### src/rtl/blink_pkg.sv
// ============================================================================
// blink_pkg: shared rate limits, FSM state type and one-hot helper
// Rev 1.0
// ============================================================================
`default_nettype none

package blink_pkg;

  localparam logic [3:0] RATE_MIN = 4'b0001;
  localparam logic [3:0] RATE_MAX = 4'b1000;

  typedef enum logic {
    STOP = 1'b0,
    RUN  = 1'b1
  } state_t;

  function automatic logic [1:0] onehot_to_idx(input logic [3:0] oh);
    logic [1:0] idx;
    case (oh)
      4'b0010: idx = 2'd1;
      4'b0100: idx = 2'd2;
      4'b1000: idx = 2'd3;
      default: idx = 2'd0;
    endcase
    return idx;
  endfunction

endpackage

`default_nettype wire

### src/rtl/blink_rate_controller_tick_prescaler.sv
// ============================================================================
// tick_prescaler: emits a one-cycle tick every TICK_DIV cycles while running
// Rev 1.0
// ============================================================================
`default_nettype none

module tick_prescaler #(
  parameter int TICK_DIV = 1000
) (
  input  logic clk,
  input  logic rst,
  input  logic clear,
  input  logic run,
  output logic tick
);

  localparam int CW = (TICK_DIV > 1) ? $clog2(TICK_DIV) : 1;

  logic [CW-1:0] r_cnt;

  assign tick = run && (r_cnt == CW'(TICK_DIV - 1));

  // Held at zero while stopped so a restart always begins a full tick
  always_ff @(posedge clk or negedge rst) begin
    if (!rst) begin
      r_cnt <= '0;
    end else if (clear || !run || tick) begin
      r_cnt <= '0;
    end else begin
      r_cnt <= r_cnt + CW'(1);
    end
  end

endmodule

`default_nettype wire

### src/rtl/blink_rate_controller.sv
// ============================================================================
// blink_rate_controller: button-driven one-hot rate select and LED blink timer
// Rev 1.0
// ============================================================================
`default_nettype none

module blink_rate_controller
  import blink_pkg::*;
#(
  parameter int TICK_DIV    = 1000,
  parameter int BASE_PERIOD = 2,
  parameter int LOAD_W      = 8
) (
  input  logic              clk,
  input  logic              rst,
  input  logic              enable,
  input  logic              shift_left,
  input  logic              shift_right,
  output logic [3:0]        rate_onehot,
  output logic [LOAD_W-1:0] load_value,
  output logic              expire,
  output logic              out_light
);

  state_t            r_state;
  logic              r_left_q;
  logic              r_right_q;
  logic [3:0]        r_rate;
  logic [LOAD_W-1:0] r_count;
  logic              r_light;
  logic              r_expire;

  logic              w_press_l;
  logic              w_press_r;
  logic              w_shift_up;
  logic              w_shift_dn;
  logic              w_rate_change;
  logic [3:0]        w_next_rate;
  logic [LOAD_W-1:0] w_next_load;
  logic              w_tick;

  assign w_press_l = shift_left & ~r_left_q;
  assign w_press_r = shift_right & ~r_right_q;

  // Simultaneous edges cancel; presses at a limit are dropped entirely
  assign w_shift_up    = w_press_l & ~w_press_r & (r_rate != RATE_MAX);
  assign w_shift_dn    = w_press_r & ~w_press_l & (r_rate != RATE_MIN);
  assign w_rate_change = w_shift_up | w_shift_dn;

  always_comb begin
    w_next_rate = r_rate;
    if (w_shift_up) begin
      w_next_rate = r_rate << 1;
    end else if (w_shift_dn) begin
      w_next_rate = r_rate >> 1;
    end
  end

  assign w_next_load = LOAD_W'(BASE_PERIOD) << onehot_to_idx(w_next_rate);
  assign load_value  = LOAD_W'(BASE_PERIOD) << onehot_to_idx(r_rate);
  assign rate_onehot = r_rate;
  assign out_light   = r_light;
  assign expire      = r_expire;

  tick_prescaler #(
    .TICK_DIV (TICK_DIV)
  ) u_prescaler (
    .clk   (clk),
    .rst   (rst),
    .clear (w_rate_change || !enable),
    .run   (r_state == RUN),
    .tick  (w_tick)
  );

  always_ff @(posedge clk or negedge rst) begin
    if (!rst) begin
      r_left_q  <= 1'b0;
      r_right_q <= 1'b0;
      r_rate    <= RATE_MIN;
    end else begin
      r_left_q  <= shift_left;
      r_right_q <= shift_right;
      r_rate    <= w_next_rate;
    end
  end

  always_ff @(posedge clk or negedge rst) begin
    if (!rst) begin
      r_state  <= STOP;
      r_count  <= LOAD_W'(BASE_PERIOD - 1);
      r_light  <= 1'b0;
      r_expire <= 1'b0;
    end else begin
      r_expire <= 1'b0;
      case (r_state)
        STOP: begin
          r_light <= 1'b0;
          r_count <= w_next_load - LOAD_W'(1);
          if (enable) begin
            r_state <= RUN;
          end
        end
        RUN: begin
          if (!enable) begin
            r_state <= STOP;
            r_light <= 1'b0;
            r_count <= w_next_load - LOAD_W'(1);
          end else if (w_tick && (r_count == '0)) begin
            // Expiry wins over a coincident rate change, which still sets the reload
            r_light  <= ~r_light;
            r_expire <= 1'b1;
            r_count  <= w_next_load - LOAD_W'(1);
          end else if (w_rate_change) begin
            r_count <= w_next_load - LOAD_W'(1);
          end else if (w_tick) begin
            r_count <= r_count - LOAD_W'(1);
          end
        end
        default: r_state <= STOP;
      endcase
    end
  end

endmodule

`default_nettype wire

### config.mk
export PLATFORM = sky130hd
export DESIGN_NAME = blink_rate_controller
export DESIGN_NICKNAME = d
export VERILOG_FILES = /design/src/rtl/blink_pkg.sv /design/src/rtl/blink_rate_controller_tick_prescaler.sv /design/src/rtl/blink_rate_controller.sv
export SDC_FILE = /design/constraint.sdc
export NUM_CORES = 1
export LEC_CHECK = 0
export CAP_MARGIN = 20
export CORE_ASPECT_RATIO = 2
export CORE_MARGIN = 2
export CORE_UTILIZATION = 25
export CTS_BUF_LIST = sky130_fd_sc_hd__clkbuf_16
export DETAILED_ROUTE_END_ITERATION = 7
export GPL_ROUTABILITY_DRIVEN = 0
export SYNTH_ARGS = -nofsm -noshare
export SYNTH_HDL_FRONTEND = slang
export SYNTH_SLANG_ARGS = --single-unit
### constraint.sdc
create_clock -name clk -period 5.37 [get_ports clk]
set_input_delay 0.537 -clock clk [delete_from_list [all_inputs] [get_ports clk]]
set_output_delay 0.537 -clock clk [all_outputs]
set_load 0.01 [all_outputs]
Yosys cells after proc, flatten, opt, wreduce, memory -nomap -nowiden --
Cells that the tools add are included.
Operators by class: reduce and logical (&&, ||, !) cells 8, bitwise gates (word level) 13, add/subtract/negate cells 3, shift operators 2, muxes and demuxes 17, equality and inequality tests 11
Operator list (count):
- $mux W8 | 4
- $pmux W8 S2 | 1
- $shl A2 B2 Y8 const A | 2
- $sub A8 B1 Y8 const B | 2
- $pmux W2 S3 | 2
- $add A10 B1 Y10 const B | 1
- $eq A10 B10 Y1 const B | 1
- $mux W10 | 1
- $eq A4 B2 Y1 const B | 2
- $eq A4 B3 Y1 const B | 2
- $eq A4 B4 Y1 const B | 2
- $logic_not A8 Y1 | 1
- $mux W4 | 2
- $and A1 B1 Y1 | 6
- $mux W1 | 6
- $not A1 Y1 | 6
- $ne A5 B2 Y1 const B | 1
- $ne A4 B1 Y1 const B | 1
- $ne A4 B4 Y1 const B | 1
- $logic_or A1 B1 Y1 | 3
- $ne A3 B2 Y1 const B | 1
- $logic_and A1 B1 Y1 | 2
- $logic_not A1 Y1 | 2
- $pmux W1 S2 | 1
- $or A1 B1 Y1 | 1
Word-level totals: output and inout bits 14, input bits 5, flip-flop bits (word level) 27

Longest topological paths before layout --
Gate-level depths: netlist (run 1).
depth in word-level cells 15, depth in mapped cells 8, depth with buffers taken out 8

Cells and area by module --
A second synthesis (run 1) with hierarchy kept.
Unflattened totals: cells, all modules 156, area, all modules 1532.7 um^2
Modules (own cells, without submodules):
- blink_rate_controller | times used 1, sequential area each 427.9 um^2, area each 1031.0 um^2, cells each 102
- tick_prescaler | times used 1, sequential area each 250.2 um^2, area each 501.7 um^2, cells each 54

Worst setup path before layout (run 1) --
Ideal clock, no wire load.
path kind reg2reg, start point register r_count[0], end point register r_count[3], stages on the path, launching flop included 9, arrival 2181 ps, buffers on the path 0, library setup time 129 ps, data required time 5241 ps, setup slack 3060 ps, clock period less this slack 2310 ps, cells stage by stage dfstp_2 > inv_1 > ha_1 > or3b_4 > or4b_4 > nor2_8 > nor3_4 > o311a_1 > a2111o_1
Between the ends: longest elaborated chain between the ends 6, elaborated cells between the ends (all ways) 9, those cells by class add/sub: 1; eq/ne: 1; mux: 5; reduce/logical: 2
Ends and longest elaborated chain:
- from (decl) | line blink_rate_controller.sv:29 | logic [LOAD_W-1:0] r_count;
- from (signal assigned) | line blink_rate_controller.sv:90 | r_count <= LOAD_W'(BASE_PERIOD - 1);
- from (signal assigned) | line blink_rate_controller.sv:98 | r_count <= w_next_load - LOAD_W'(1);
- from (signal assigned) | line blink_rate_controller.sv:107 | r_count <= w_next_load - LOAD_W'(1);
- $sub A8 B1 Y8 | line blink_rate_controller.sv:116 | r_count <= r_count - LOAD_W'(1);
- $mux W8 | line blink_rate_controller.sv:115 | end else if (w_tick) begin
- $mux W8 | line blink_rate_controller.sv:113 | end else if (w_rate_change) begin
- $mux W8 | line blink_rate_controller.sv:108 | end else if (w_tick && (r_count == '0)) begin
- $mux W8 | line blink_rate_controller.sv:104 | if (!enable) begin
- $pmux W8 S2 | line blink_rate_controller.sv:95 | case (r_state)
Parallel ways exist; a longest one is shown, timed or not. The select of a mux whose other input is x is not followed. A chain may end at the register's enable or synchronous reset.

Worst setup path after layout (run 1) --
start point register r_count[1], end point register r_count[3]
The elaborated chain is that of the path after synthesis.

==> results of run 1 <==
[layer usage]
layer,GRT usage (%),wire (microns)
met1,11.8,1200
met2,20.0,1900
met3,0.678,67
met4,3.64,46
met5,0,0
[through the flow]
step                      util (%)  hold slack, ns  total power, W
final                         30.0           0.469        0.000546
after global routing          30.0           0.492        0.000577
after CTS                     30.0           0.484        0.000552
after detailed placement      28.6           0.474        0.000379
after global placement        28.6           0.468        0.000377
after floorplan                  -           0.241        0.000329
[cell usage after synthesis (2+ instances only)]
cell type / number / share of area (%)
sky130_fd_sc_hd__buf_2: 2 / 0.66
sky130_fd_sc_hd__buf_4: 4 / 2.0
sky130_fd_sc_hd__nor3_1: 7 / 2.3
sky130_fd_sc_hd__nor2b_1: 3 / 1.2
sky130_fd_sc_hd__xor2_1: 7 / 4.0
sky130_fd_sc_hd__nand2b_1: 3 / 1.2
sky130_fd_sc_hd__dfrtp_1: 25 / 41
sky130_fd_sc_hd__a21oi_1: 3 / 0.98
sky130_fd_sc_hd__xnor2_1: 7 / 4.0
sky130_fd_sc_hd__nand3b_1: 2 / 0.98
sky130_fd_sc_hd__o21ai_0: 9 / 3.0
sky130_fd_sc_hd__ha_1: 2 / 1.6
sky130_fd_sc_hd__or2_2: 2 / 0.82
sky130_fd_sc_hd__a22oi_1: 3 / 1.5
sky130_fd_sc_hd__nor2_1: 27 / 6.6
sky130_fd_sc_hd__nand4b_1: 2 / 1.1
sky130_fd_sc_hd__nand3_1: 6 / 2.0
sky130_fd_sc_hd__nand2_1: 14 / 3.4
sky130_fd_sc_hd__dfstp_2: 2 / 3.4
sky130_fd_sc_hd__inv_1: 3 / 0.74
[where the power goes]
group | switching [W] | internal [W]
Clock | 0.0000703 | 0.000101
Combinational | 0.0000631 | 0.0000618
Sequential | 0.0000288 | 0.000221
[final timing paths]
kind	end	from	slack (ns)	cells past startpoint
hold / removal	u_prescaler.r_cnt[0]	u_prescaler.r_cnt[0]	0.47	1
setup / recovery	r_count[3]	r_count[1]	2.86	8
hold reg to reg	u_prescaler.r_cnt[0]	u_prescaler.r_cnt[0]	0.47	1
max in group asynchronous	r_count[0]	rst	4.43	2
min in group asynchronous	r_count[4]	rst	0.64	2
setup reg to reg	r_count[3]	r_count[1]	2.86	8
[layout make-up]
cell class	instances	area share [%]
Inverter	3	0.630
Tap cell	63	4.41
Timing Repair Buffer	15	8.26
Clock buffer	3	4.20
Sequential cell	27	38.0
Multi-Input combinational cell	126	44.1
Clock inverter	1	0.420
[state kept, by name, summed over array words and instances (netlist names)]
register           cells
expire                 1
out_light              1
r_count                8
r_left_q               1
r_right_q              1
r_state                1
rate_onehot            4
u_prescaler.r_cnt     10
[logic make-up after synthesis]
group	Yosys count	share of synthesized area, %
fa+ha+maj	3	2.30
buf+inv	12	4.59
mux	1	0.656
xor+xnor	14	8.04
other cells	1	0.246
flops	27	44.5
simple gates	81	29.6
compound gates	23	10.1
==> results.md, run 1 <==
| Item | Reported |
|---|---|
| Finished Layout Cells | 238 |
| Largest net degree at the start of global routing | 28 |
| Crit start category | register |
| Post-Syn Area | 1530 sq um |
| Worst setup path category | reg -> reg |
| Post-DP HPWL | 2450 microns |
| Warning count from the yosys run | 0 |
| Number of unique standard cell types used by synthesis | 49 |
| Setup slack of the critical path after layout | 2.86 ns |
| Diodes inserted | 0 |
| Synthesized netlist cell count | 162 |
| Largest driver fanout on the critical path | 7 |
| CTS Root Buffer Type | sky130_fd_sc_hd__clkbuf_16 |
| Area Growth Syn to Fin | 17.1% |
| Leakage | 0.749 nW |
| Area inside the core boundary | 5960 sq um |
| Part of the Yosys area used for sequential elements | 44.5% |
| First-pass GRT wire length | 5620 microns |
| TritonCTS clock tree | done |
| CP required | 5.51 ns |
| Post-route design area | 1790 sq um |
| RSZ-0062 raised after global routing | false |
| Final Hold Viols | 0 |
| Vias per inst | 5.03 |
| Area post-placement | 1700 sq um |
| CP max stage delay | 0.54 ns |
| Chain of cells forming the critical path | inv_1 -> ha_1 -> or3b_4 -> or4b_4 -> nor2_8 -> nor3_4 -> o311a_1 -> a2111o_1 |
| Min-Delay Path Class | reg -> reg |
| PortBufs | 14 |
| Number of DRC markers after the initial detailed-route iteration | 30 |
| Ratio of cells with drive above 1 in the final layout | 10.9% |
| Combined area of the multi-input logic cells | 788 sq um |
| CTS clock-pin slew for the worst setup and hold paths | 0.07 ns |
| Setup TNS | 0 ns |
| CP Data Arrival Time | 2.65 ns |
| Max Root-Sink Buffers | 2 |
| Endpoint kind of the worst setup timing path | register |
| Starting Density | 25.6% |
| Family with the most delay on the worst path | simple AND/OR/NAND/NOR gates |
| VDD IR max | 0.000203 V |
| Total Nets Final | 183 |
| Initial antenna violation count | 0 |
| Number of max-cap violations | 0 |
| Most common cell after layout, fill and taps aside | sky130_fd_sc_hd__nor2_1 |
| Clock network latency to the later pin of the worst-skew pair | 0.26 ns |
| Area occupied by registers | 678 sq um |
| Fraction of registers with async set/reset | 100% |
| Setup Skew | 0.00895 ns |
| Num ports | 19 |
| Die Span Y | 114 microns |
| Buffers inserted during post-CTS setup optimization | 0 |
| Number of buffer and inverter instances along the worst setup path | 1 |
| Placement row count | 40 |
| Total die area | 6780 sq um |
| Horizontal die dimension | 59.2 microns |
| Synthesized area divided by synthesized cell count | 9.41 sq um |
| Via count of the first global-routing pass | 1182 |
| Commonest non-fill, non-tap cells in the layout | sky130_fd_sc_hd__nor2_1, sky130_fd_sc_hd__dfrtp_1, sky130_fd_sc_hd__nand2_1, sky130_fd_sc_hd__clkdlybuf4s50_1, sky130_fd_sc_hd__o21ai_0 |
| EDFF count, synth | 0 |
| TritonRoute pass-1 iters | 4 |
| Clock sink total | 27 |
| Post-placement setup slack | 2.66 ns |
| Cell type of the slowest stage on the worst timing path | sky130_fd_sc_hd__or4b_4 |
| Number of synthesized register bits | 27 |
| GRT Util Overall | 10.6% |
| Final routed wire length divided by cell count | 13.5 microns |
| Period utilisation layout | 46.7% |
| PD cells | 306 nW/um^2 |
| TritonCTS buffer count | 3 |
| Post-Route WL | 3210 microns |
| Final setup violation count | 0 |
| Number of remaining DRC errors | 0 |
| H-tree Lvls | 1 |
| Overflow after GRT | 0 |
| Final number of max-transition violations | 0 |
| Quantity of gates resized following cts | 0 |
| Overall via count from detail_route | 1196 |
| Top_reg_cell synth | sky130_fd_sc_hd__dfrtp_1 |
| FILL cells | 612 |
| Hold bufs inserted after CTS | 0 |
| Final worst path period need | 2.51 ns |
| Routed Antenna Nets | 0 |
| Number of placed instances with taps included | 234 |
| Highest attainable clock frequency | 399 MHz |
| Run status | completed |
Power figures use the tool's default switching activity.
==> inputs of run 2 (changes only) <==
==> constraint.sdc (replaced) <==
create_clock -name clk -period 2.4 [get_ports clk]
set_input_delay 0.24 -clock clk [delete_from_list [all_inputs] [get_ports clk]]
set_output_delay 0.24 -clock clk [all_outputs]
set_load 0.01 [all_outputs]
==> run 2 against run 1 <==
Against the previous run: worst setup slack got worse by 2.8 ns; die area unchanged; register-to-register slack got worse by 2.8 ns; fmax increased by 7.3%; utilization increased by 1.8 points.
==> results.md, run 2 (synthesis results as in run 1) <==
| Item | Reported | vs previous |
|---|---|---|
| Min-Delay Path Class | in -> async | was reg -> reg |
| TritonCTS buffer count | 3 | unchanged |
| Clock network latency to the later pin of the worst-skew pair | 0.27 ns | was 0.26 ns |
| Clock sink total | 27 | unchanged |
| Worst setup path category | reg -> reg | unchanged |
| Number of remaining DRC errors | 0 | unchanged |
| Starting Density | 25.6% | unchanged |
| PD cells | 670 nW/um^2 | was 306 nW/um^2 |
| Initial antenna violation count | 0 | unchanged |
| Post-Route WL | 3420 microns | was 3210 microns |
| CTS Root Buffer Type | sky130_fd_sc_hd__clkbuf_16 | unchanged |
| Worst hold slack after final layout | 0.343 ns | was 0.469 ns |
| Ratio of cells with drive above 1 in the final layout | 18.1% | was 10.9% |
| Horizontal die dimension | 59.2 microns | unchanged |
| Final worst path period need | 2.34 ns | was 2.51 ns |
| Setup slack of the critical path after layout | 0.0616 ns | was 2.86 ns |
| Via count of the first global-routing pass | 1274 | was 1182 |
| RSZ-0062 raised after global routing | true | was false |
| Final number of max-transition violations | 0 | unchanged |
| Area Growth Syn to Fin | 24.1% | was 17.1% |
| GRT Util Overall | 11.7% | was 10.6% |
| CP required | 2.55 ns | was 5.51 ns |
| Die Span Y | 114 microns | unchanged |
| PortBufs | 14 | unchanged |
| Largest register FFs | 10 | unchanged |
| Total Nets Final | 196 | was 183 |
| H-tree Lvls | 1 | unchanged |
| TritonCTS clock tree | done | unchanged |
| Setup Skew | 0.00396 ns | was 0.00895 ns |
| Placement row count | 40 | unchanged |
| CP Data Arrival Time | 2.49 ns | was 2.65 ns |
| CTS clock-pin slew for the worst setup and hold paths | 0.07 ns | about the same |
| Period utilisation layout | 97.4% | was 46.7% |
| Max Root-Sink Buffers | 2 | unchanged |
| Overflow after GRT | 0 | unchanged |
| Number of DRC markers after the initial detailed-route iteration | 19 | was 30 |
| Buffers inserted during post-CTS setup optimization | 0 | unchanged |
| Total die area | 6780 sq um | unchanged |
| Setup TNS | 0 ns | unchanged |
| Highest attainable clock frequency | 428 MHz | was 399 MHz |
| Final routed wire length divided by cell count | 13.6 microns | was 13.5 microns |
| Post-placement setup slack | 0.0206 ns | was 2.66 ns |
| Overall via count from detail_route | 1230 | was 1196 |
| Finished Layout Cells | 251 | was 238 |
| Final setup violation count | 0 | unchanged |
| Number of placed instances with taps included | 247 | was 234 |
| Diodes inserted | 0 | unchanged |
| Hold bufs inserted after CTS | 0 | unchanged |
| Final Hold Viols | 0 | unchanged |
| Area inside the core boundary | 5960 sq um | unchanged |
| Run status | completed | unchanged |
| VDD IR max | 0.000357 V | was 0.000203 V |
| Area post-placement | 1800 sq um | was 1700 sq um |
| Largest net degree at the start of global routing | 28 | unchanged |
| Post-route design area | 1890 sq um | was 1790 sq um |
| Endpoint kind of the worst setup timing path | register | unchanged |
| Register name with the most flops | u_prescaler.r_cnt | unchanged |
| Post-DP HPWL | 2640 microns | was 2450 microns |
| First-pass GRT wire length | 6010 microns | was 5620 microns |
| Quantity of gates resized following cts | 0 | unchanged |
| Largest driver fanout on the critical path | 4 | was 7 |
| Num ports | 19 | unchanged |
| Leakage | 0.820 nW | was 0.749 nW |
| Most common cell after layout, fill and taps aside | sky130_fd_sc_hd__nor2_1 | unchanged |
| Number of max-cap violations | 0 | unchanged |
| Routed Antenna Nets | 0 | unchanged |
| Commonest non-fill, non-tap cells in the layout | sky130_fd_sc_hd__nor2_1, sky130_fd_sc_hd__dfrtp_1, sky130_fd_sc_hd__nand2_1, sky130_fd_sc_hd__clkdlybuf4s50_1, sky130_fd_sc_hd__buf_4 | was sky130_fd_sc_hd__nor2_1, sky130_fd_sc_hd__dfrtp_1, sky130_fd_sc_hd__nand2_1, sky130_fd_sc_hd__clkdlybuf4s50_1, sky130_fd_sc_hd__o21ai_0 |
| TritonRoute pass-1 iters | 4 | unchanged |
| Crit start category | register | unchanged |
| Vias per inst | 4.90 | was 5.03 |
-- run 2: worst paths after layout --
check	from	to	slack (ns)	cells after the start
worst max-delay path	r_count[1]	r_count[3]	0.06	8
worst min-delay path	rst	rate_onehot[1]	0.34	2
worst max register to register	r_count[1]	r_count[3]	0.06	8
worst min register to register	u_prescaler.r_cnt[0]	u_prescaler.r_cnt[0]	0.47	1
max in group asynchronous	rst	rate_onehot[0]	1.73	2
min in group clk	shift_left	r_left_q	0.46	1
-- run 2: worst max-delay path, cell delays in order, from the launching register on --
cell                       delay (ns)
sky130_fd_sc_hd__dfrtp_1         0.38
sky130_fd_sc_hd__inv_1           0.07
sky130_fd_sc_hd__ha_2            0.18
sky130_fd_sc_hd__or3b_4          0.39
sky130_fd_sc_hd__or4b_4          0.53
sky130_fd_sc_hd__nor2_8          0.13
sky130_fd_sc_hd__or3_4           0.15
sky130_fd_sc_hd__nor3_2          0.04
sky130_fd_sc_hd__a2111o_1        0.35
-- run 2: through the flow --
stage	power [W]	utilization (%)
finish	0.00127	31.8
CTS	0.00128	31.6
global route	0.00134	31.8
detailed placement	0.000891	30.3
global placement	0.000886	30.3
floorplan	0.000735	-
-- run 2: final cells by class --
cell class | count | area, sq um
fill | 593 | 4060
multi-input combinational | 126 | 801
sequential | 27 | 678
timing repair buffer | 28 | 245
tap | 63 | 78.8
clock buffer | 3 | 75.1
inverter | 3 | 11.3
clock inverter | 1 | 3.75
-- run 2: routing by layer --
layer	wire length (microns)	up-vias	global-route usage, %
li1	-	610	-
met1	1330	595	12.5
met2	1940	20	21.4
met3	90	5	2.37
met4	59	0	4.55
met5	0	-	0
-- run 2: report_power, final --
| group | total (W) | internal [W] | switching, W | leakage [nW] |
|---|---|---|---|---|
| sequential | 0.000531 | 0.000494 | 0.0000376 | 0.359 |
| clock | 0.000385 | 0.000224 | 0.000161 | 0.0423 |
| combinational | 0.000352 | 0.000172 | 0.000180 | 0.419 |
==> inputs of run 3 (changes only) <==
==> constraint.sdc (replaced) <==
create_clock -name clk -period 1.9 [get_ports clk]
set_input_delay 0.19 -clock clk [delete_from_list [all_inputs] [get_ports clk]]
set_output_delay 0.19 -clock clk [all_outputs]
set_load 0.01 [all_outputs]
==> run 3 against run 2 <==
Against the previous run: the flow now finishes with violations (negative setup slack); final area increased by 21%; clock power is 26% higher; register-to-register slack got worse by 0.44 ns; sequential cell count unchanged.
==> results.md, run 3 (synthesis results as in run 1) <==
| Item | Reported | vs previous |
|---|---|---|
| Crit. Startpoint | r_count[1] | unchanged |
| Horizontal die dimension | 59.2 microns | unchanged |
| Final routed wire length divided by cell count | 13.5 microns | was 13.6 microns |
| Worst setup path category | reg -> reg | unchanged |
| Die Span Y | 114 microns | unchanged |
| PortBufs | 14 | unchanged |
| Cell type of the slowest stage on the worst timing path | sky130_fd_sc_hd__or4b_4 | unchanged |
| Num ports | 19 | unchanged |
| Ratio of cells with drive above 1 in the final layout | 38.9% | was 18.1% |
| Violations in the final reports | negative setup slack |  |
| CP Data Arrival Time | 2.43 ns | was 2.49 ns |
| Largest net degree at the start of global routing | 28 | unchanged |
| Placement row count | 40 | unchanged |
| Post-Route WL | 3900 microns | was 3420 microns |
| Routed Antenna Nets | 0 | unchanged |
| Total Nets Final | 234 | was 196 |
| Final number of max-transition violations | 0 | unchanged |
| RSZ-0062 raised after global routing | true | unchanged |
| Reg-to-reg critical path startpoint | r_count[1] | unchanged |
| Leakage | 1.04 nW | was 0.820 nW |
| Overall via count from detail_route | 1384 | was 1230 |
| Number of buffer and inverter instances along the worst setup path | 1 | unchanged |
| Most common cell after layout, fill and taps aside | sky130_fd_sc_hd__buf_4 | was sky130_fd_sc_hd__nor2_1 |
| CP max stage delay | 0.54 ns | was 0.53 ns |
| Via count of the first global-routing pass | 1452 | was 1274 |
| TritonRoute pass-1 iters | 5 | was 4 |
| Number of placed instances with taps included | 276 | was 247 |
| Chain of cells forming the critical path | inv_2 -> ha_4 -> or3b_4 -> or4b_4 -> nor2_8 -> nor3_4 -> o311a_1 -> a2111o_1 | was inv_1 -> ha_2 -> or3b_4 -> or4b_4 -> nor2_8 -> or3_4 -> nor3_2 -> a2111o_1 |
| Number of remaining DRC errors | 0 | unchanged |
| Setup slack of the critical path after layout | -0.383 ns | was 0.0616 ns |
| Largest register FFs | 10 | unchanged |
| Number of max-cap violations | 0 | unchanged |
| Period utilisation layout | 120% | was 97.4% |
| Run status | complete, but fails checks | was completed |
| Power Total | 0.00174 W | was 0.00127 W |
| Crit start category | register | unchanged |
| Post-route design area | 2280 sq um | was 1890 sq um |
| PD cells | 761 nW/um^2 | was 670 nW/um^2 |
| Area Growth Syn to Fin | 49.7% | was 24.1% |
| Post-DP HPWL | 2810 microns | was 2640 microns |
| Finished Core Util | 38.3% | was 31.8% |
| Number of DRC markers after the initial detailed-route iteration | 28 | was 19 |
| Final worst path period need | 2.28 ns | was 2.34 ns |
| Vias per inst | 4.79 | was 4.90 |
| Setup Skew | 0.00355 ns | was 0.00396 ns |
| Min-Delay Path Class | in -> async | unchanged |
| Final setup violation count | 17 | was 0 |
| First-pass GRT wire length | 6410 microns | was 6010 microns |
| Final Hold Viols | 0 | unchanged |
| Family with the most delay on the worst path | simple AND/OR/NAND/NOR gates | unchanged |
| Diodes inserted | 0 | unchanged |
| H-tree Lvls | 1 | unchanged |
| CTS Root Buffer Type | sky130_fd_sc_hd__clkbuf_16 | unchanged |
| VDD IR max | 0.000467 V | was 0.000357 V |
| Largest driver fanout on the critical path | 3 | was 4 |
| Max Root-Sink Buffers | 2 | unchanged |
| Endpoint kind of the worst setup timing path | register | unchanged |
| Clock sink total | 27 | unchanged |
| Highest attainable clock frequency | 438 MHz | was 428 MHz |
| Clock network latency to the later pin of the worst-skew pair | 0.26 ns | was 0.27 ns |
| Total die area | 6780 sq um | unchanged |
| Setup TNS | -2.36 ns | was 0 ns |
| GRT Util Overall | 12.4% | was 11.7% |
| Initial antenna violation count | 0 | unchanged |
| CTS clock-pin slew for the worst setup and hold paths | 0.07 ns | about the same |
| CP required | 2.04 ns | was 2.55 ns |
| Finished Layout Cells | 289 | was 251 |
| Area post-placement | 2020 sq um | was 1800 sq um |
| Commonest non-fill, non-tap cells in the layout | sky130_fd_sc_hd__buf_4, sky130_fd_sc_hd__dfrtp_1, sky130_fd_sc_hd__nor2_1 | was sky130_fd_sc_hd__nor2_1, sky130_fd_sc_hd__dfrtp_1, sky130_fd_sc_hd__nand2_1, sky130_fd_sc_hd__clkdlybuf4s50_1, sky130_fd_sc_hd__buf_4 |
| Area inside the core boundary | 5960 sq um | unchanged |
| TritonCTS clock tree | done | unchanged |
| Starting Density | 25.6% | unchanged |
| TritonCTS buffer count | 3 | unchanged |
| Overflow after GRT | 0 | unchanged |
| Register name with the most flops | u_prescaler.r_cnt | unchanged |
-- run 3: through the flow --
| stage | setup slack, ns | hold slack [ns] |
|---|---|---|
| 3_5_place_dp | -0.406 | 0.532 |
| 6_report | -0.383 | 0.295 |
| 5_1_grt | -0.450 | 0.343 |
| 2_1_floorplan | -0.410 | -0.106 |
| 4_1_cts | -0.383 | 0.314 |
| 3_3_place_gp | -0.371 | 0.526 |
-- run 3: timing repair --
item,in CTS,in global routing
setup buffers,5,4
hold buffers,0,0
setup endpoints to repair,22,20
gates cloned,1,0
pin swaps,17,4
hold endpoints to repair,0,0
resized for setup,30,6
-- run 3: per-layer routing --
metal	share of wire [%]	global-route usage [%]	vias to the layer above
met1	36	12.6	667
met2	59	23.4	24
met3	1.9	1.02	8
met4	3.0	6.67	0
li1	-	-	685
met5	0	0	-
-- run 3: cell type report --
cell class,count,area [sq um]
clock inverter,1,5.00
tap,63,78.8
inverter,3,11.3
clock buffer,3,75.1
sequential,27,678
multi-input combinational,126,878
fill,580,3670
timing repair buffer,66,557
-- run 3: power by group --
part	total [W]	leakage [nW]	switching (W)	internal, W
combinational	0.000589	0.635	0.000282	0.000307
clock	0.000486	0.0409	0.000201	0.000284
sequential	0.000664	0.359	0.0000402	0.000624
-- run 3: final timing paths --
path / end / depth (start not counted) / slack (ns)
worst max-delay path: r_count[3] / 8 / -0.38
worst min-delay path: rate_onehot[1] / 2 / 0.30
worst max register to register: r_count[3] / 8 / -0.38
worst min register to register: u_prescaler.r_cnt[0] / 2 / 0.53
max in group asynchronous: r_count[0] / 2 / 1.29
min in group clk: r_left_q / 1 / 0.41
